### src/rtl/pulse_stretch_if.sv
// Tick-in / level-out bundle for the pulse stretcher.
// The master drives tick/en and the slave (the stretcher) returns the level and status pulses.
interface pulse_stretch_if;
  logic tick;
  logic en;
  logic level;
  logic busy;
  logic done_tick;
  logic miss_tick;

  modport master (
    output tick,
    output en,
    input  level,
    input  busy,
    input  done_tick,
    input  miss_tick
  );

  modport slave (
    input  tick,
    input  en,
    output level,
    output busy,
    output done_tick,
    output miss_tick
  );
endinterface

### src/rtl/pulse_stretch_fsm.sv
// Stretches single-cycle ticks into a level of HIGH_CYCLES clocks plus an optional low hold-off.
// Moore FSM with a down-counter; level/busy decode from state, done/miss are registered pulses.
//
//   state | meaning
//   IDLE  | waiting for tick & en
//   HIGH  | level high, counting down the high time
//   GAP   | level low, ticks rejected until the hold-off expires
module pulse_stretch_fsm #(
  parameter int W           = 8,
  parameter int HIGH_CYCLES = 4,
  parameter int GAP_CYCLES  = 2,
  parameter int RETRIG      = 0
) (
  input logic            clk,
  input logic            reset,
  pulse_stretch_if.slave bus
);

  localparam logic [1:0] ST_IDLE = 2'd0;
  localparam logic [1:0] ST_HIGH = 2'd1;
  localparam logic [1:0] ST_GAP  = 2'd2;

  // Counter holds clocks remaining after the current one, hence the -1 loads.
  localparam logic [W-1:0] HIGH_LOAD = W'(HIGH_CYCLES - 1);
  localparam logic [W-1:0] GAP_LOAD  = W'((GAP_CYCLES > 0) ? (GAP_CYCLES - 1) : 0);
  localparam logic [W-1:0] CNT_ONE   = W'(1);
  localparam logic [W-1:0] CNT_ZERO  = '0;
  localparam bit           HAS_GAP   = (GAP_CYCLES > 0);
  localparam bit           CAN_RETRIG = (RETRIG != 0);

  logic [1:0]   state;
  logic [1:0]   state_nxt;
  logic [W-1:0] count;
  logic [W-1:0] count_nxt;
  logic         done_nxt;
  logic         miss_nxt;
  logic         done_q;
  logic         miss_q;
  logic         cnt_zero;

  assign cnt_zero = (count == CNT_ZERO);

  always_comb begin
    state_nxt = state;
    count_nxt = count;
    done_nxt  = 1'b0;
    miss_nxt  = 1'b0;
    case (state)
      ST_IDLE: begin
        if (bus.tick && bus.en) begin
          state_nxt = ST_HIGH;
          count_nxt = HIGH_LOAD;
        end
      end
      ST_HIGH: begin
        // A retrigger outranks expiry so the level never glitches low.
        if (bus.tick && CAN_RETRIG) begin
          count_nxt = HIGH_LOAD;
        end else begin
          miss_nxt = bus.tick;
          if (cnt_zero) begin
            done_nxt = 1'b1;
            if (HAS_GAP) begin
              state_nxt = ST_GAP;
              count_nxt = GAP_LOAD;
            end else begin
              state_nxt = ST_IDLE;
              count_nxt = CNT_ZERO;
            end
          end else begin
            count_nxt = count - CNT_ONE;
          end
        end
      end
      ST_GAP: begin
        miss_nxt = bus.tick;
        if (cnt_zero) begin
          state_nxt = ST_IDLE;
        end else begin
          count_nxt = count - CNT_ONE;
        end
      end
      default: begin
        state_nxt = ST_IDLE;
        count_nxt = CNT_ZERO;
      end
    endcase
  end

  always_ff @(posedge clk or posedge reset) begin
    if (reset) begin
      state  <= ST_IDLE;
      count  <= CNT_ZERO;
      done_q <= 1'b0;
      miss_q <= 1'b0;
    end else begin
      state  <= state_nxt;
      count  <= count_nxt;
      done_q <= done_nxt;
      miss_q <= miss_nxt;
    end
  end

  assign bus.level     = (state == ST_HIGH);
  assign bus.busy      = (state != ST_IDLE);
  assign bus.done_tick = done_q;
  assign bus.miss_tick = miss_q;

endmodule

### src/flat_wrapper.sv
// flat-port wrapper written by rule: the top's interface ports become plain ports
module pulse_stretch_fsm_flat 
#(
  parameter int W           = 8,
  parameter int HIGH_CYCLES = 4,
  parameter int GAP_CYCLES  = 2,
  parameter int RETRIG      = 0
)
  (clk, reset, bus_tick, bus_en, bus_level, bus_busy, bus_done_tick, bus_miss_tick);
  pulse_stretch_if bus_i ();
  input logic clk;
  input logic reset;
  input wire logic [$bits(bus_i.tick)-1:0] bus_tick;
  input wire logic [$bits(bus_i.en)-1:0] bus_en;
  output wire logic [$bits(bus_i.level)-1:0] bus_level;
  output wire logic [$bits(bus_i.busy)-1:0] bus_busy;
  output wire logic [$bits(bus_i.done_tick)-1:0] bus_done_tick;
  output wire logic [$bits(bus_i.miss_tick)-1:0] bus_miss_tick;
  assign bus_i.tick = bus_tick;
  assign bus_i.en = bus_en;
  assign bus_level = bus_i.level;
  assign bus_busy = bus_i.busy;
  assign bus_done_tick = bus_i.done_tick;
  assign bus_miss_tick = bus_i.miss_tick;
  pulse_stretch_fsm #(.W(W), .HIGH_CYCLES(HIGH_CYCLES), .GAP_CYCLES(GAP_CYCLES), .RETRIG(RETRIG)) u_core (.clk(clk), .reset(reset), .bus(bus_i));
endmodule
### config.mk
export PLATFORM = sky130hd
export DESIGN_NAME = pulse_stretch_fsm_flat
export DESIGN_NICKNAME = d
export VERILOG_FILES = /design/src/rtl/pulse_stretch_if.sv /design/src/rtl/pulse_stretch_fsm.sv /design/src/flat_wrapper.sv
export SDC_FILE = /design/constraint.sdc
export NUM_CORES = 1
export LEC_CHECK = 0
export ABC_AREA = 1
export CORE_UTILIZATION = 55
export DETAILED_ROUTE_END_ITERATION = 10
export PLACE_DENSITY = 0.77
export SETUP_SLACK_MARGIN = 0.05
export SYNTH_ARGS = -nofsm -noshare
export SYNTH_HDL_FRONTEND = slang
export SYNTH_SLANG_ARGS = --single-unit
### constraint.sdc
create_clock -name clk -period 1.5 [get_ports clk]
set_input_delay 0.15 -clock clk [delete_from_list [all_inputs] [get_ports clk]]
set_output_delay 0.15 -clock clk [all_outputs]
set_load 0.05 [all_outputs]
==> results.md <==
* Status: finished, final reports clean
* Ant diodes at 0
* Detailed Route WL at 1960 um
* Mapped Nets at 129
* CP Class: reg -> out
* Via count at 816
* Area delta synth->final at 27.0%
* CTS buffer count at 3
* Slew Limit Fails at 0
* Clk root buf: clkbuf_4
* TritonCTS clock tree: built
* Worst Skew at 0.00423 ns
* Initial antenna violation count at 0
* Largest net degree at the start of global routing at 13
* Crit start category: register
* Relative slew slack at 67.9%
* Row cnt at 13
* Die area at 1700 um2
* # fillers at 99
* Die width at 41.2 um
* Seq/Total Area, Yosys at 35.5%
* Clk_lat worst skew at 0.27 ns
* Hold Crit Class: in -> async
* GRT Total Usage at 25.4%
* Syn_area_per_cell at 7.12 um2
* Post-layout util at 78.8%
* Minimum clock period at 1.41 ns
* CTS Sinks at 12
* H-tree lvl count at 1
* RePlAce Congestion at 0.907
* Crit path required time at 1.35 ns
* DRC at 0
* Final setup vio count at 0
* VDD IR max at 0.572 mV
* Layout cell share with drive strength beyond 1 at 32.8%
* Routed len/inst at 13.1 um
* GRT Residual Overflow at 0
* Maxcap violations at 0
* Slew of the pin with the lowest slew margin at 0.481 ns
* IO Count at 8
* Pwr dens at 510 nW/um2
* Tcrit/Tclk final at 93.9%
* Cell variety after synth at 19
* Yosys reg bits at 12
* Setup TNS at 0 ns
* Syn Inst Count at 119
* HPWL Detailed at 1480 um
* Starting density of the core at 62.0%
* Worst-path clk slew at 0.08 ns
* Final hold violation count at 0
* Pre-Repair DR Iteration Count at 4
* Leak at 0.536 nW
* Worst Path Arrival at 1.26 ns
* Register area at 300 um2
* Core region area at 1370 um2
* Chip Height at 41.2 um
* Final nets at 146
* Area of the mapped netlist at 847 um2
* Vias in the first global route at 659
* Critical Path Sink Type: output port
* Via density at 5.48
* I/O Buffers at 7
* CTS max path bufs at 2
* First-pass GRT wire length at 2720 um
* DRT iter0 DRCs at 41
* Most common cell after layout, fill and taps aside: nand2_1
* RSZ-0062 raised after global routing: true
* Yosys warns at 0
* Post-route ant nets at 0
* Commonest non-fill, non-tap cells in the layout: 32 x nand2_1, 13 x nand3_1, 12 x dfrtp_1, 11 x inv_2, 11 x nor2_1
* CP max FO at 4
* Area of the multi-input gates at 523 um2
* Fmax at 710 MHz
==> stage by stage <==
step | cells | power (mW) | instance area (um2) | setup slack (ns) | hold slack [ns]
after floorplan | 119 | 0.343 | 850 | 0.0556 | 0.0147
after global placement | 144 | 0.355 | 976 | 0.0689 | 0.492
final | 149 | 0.548 | 1080 | 0.0913 | 0.200
after detailed placement | 144 | 0.356 | 976 | 0.0267 | 0.500
after global routing | 149 | 0.571 | 1080 | 0.0455 | 0.271
after CTS | 147 | 0.549 | 1000 | 0.0570 | 0.218
==> state kept, by name (all words and copies together) (netlist names) <==
| name | cells |
|---|---|
| u_core.count | 8 |
| u_core.state | 2 |
| u_core.bus.done_tick | 1 |
| u_core.bus.miss_tick | 1 |
==> metal layers <==
metal | part of all wire, % | up-vias | track usage (%)
met5 | 0 | - | 0
met1 | 45 | 383 | 33.8
met2 | 47 | 26 | 40.2
li1 | - | 399 | -
met4 | 2.6 | 0 | 11.3
met3 | 4.6 | 8 | 3.80
==> worst paths after layout <==
kind                       slack [ns]  cells after the start                             end                   startpoint
hold / removal                   0.20                      2  u_core.bus.done_tick$_DFF_PP0_                        reset
setup reg to reg                 0.13                     10     u_core.count[6]$_DFFE_PP0P_  u_core.count[0]$_DFFE_PP0P_
max in group asynchronous        0.97                      2     u_core.count[6]$_DFFE_PP0P_                        reset
min in group clk                 0.46                      3  u_core.bus.miss_tick$_DFF_PP0_                     bus_tick
setup / recovery                 0.09                      4                        bus_busy  u_core.state[1]$_DFFE_PP0P_
hold reg to reg                  0.54                      2     u_core.count[7]$_DFFE_PP0P_  u_core.count[7]$_DFFE_PP0P_
==> critical path, cell delays in order (launching register included) <==
cell and delay [ns]:
dfrtp_1 0.42, inv_2 0.11, ha_2 0.22, inv_1 0.09, buf_12 0.15
==> where the power goes <==
group	switching (mW)	leakage [nW]	internal (mW)
combinational	0.0147	0.387	0.00956
clock	0.107	0.0138	0.0928
sequential	0.000395	0.135	0.324
total	0.122	0.536	0.427
==> cell type report <==
class                   count  area share, %
multi-input cells          86           48.6
flip-flops and latches     12           27.9
repair buffers             13           12.4
inverters                  20           7.21
clock buffers               3           2.09
well taps                  15           1.74
==> Yosys cell counts <==
cell type / number / area (um2)
nand2_1: 37 / 139
nand3_1: 13 / 65.1
nor2_1: 13 / 48.8
dfrtp_1: 12 / 300
inv_1: 11 / 41.3
inv_2: 7 / 26.3
ha_1: 6 / 75.1
o21ai_1: 4 / 20.0
a21oi_1: 2 / 10.0
nand2_2: 2 / 12.5
nand2_4: 2 / 22.5
nand4_1: 2 / 12.5
nor2_4: 2 / 22.5
buf_4: 1 / 7.51
clkinv_1: 1 / 3.75
inv_4: 1 / 6.26
nand3_4: 1 / 17.5
nand3b_1: 1 / 7.51
xor2_1: 1 / 8.76
==> logic make-up (layout without fill, tap and decap cells) <==
group                    count (synthesis)  in the layout  share of synthesized area [%]
AO/OA/AOI/OAI                            6              6                           3.55
XOR/XNOR                                 1              1                           1.03
adder cells (fa/ha/maj)                  6              6                           8.86
buffers and inverters                   21             36                           10.0
flip-flops                              12             12                           35.5
AND/OR/NAND/NOR                         73             73                           41.1
==> timing repair <==
| item | in CTS | in global routing |
|---|---|---|
| setup endpoints to repair | 2 | 12 |
| pin swaps | 0 | 2 |
| resized for setup | 2 | 17 |
| hold buffers | 0 | 0 |
| setup buffers | 0 | 2 |
No activity file was read; power rests on OpenSTA's default activity.
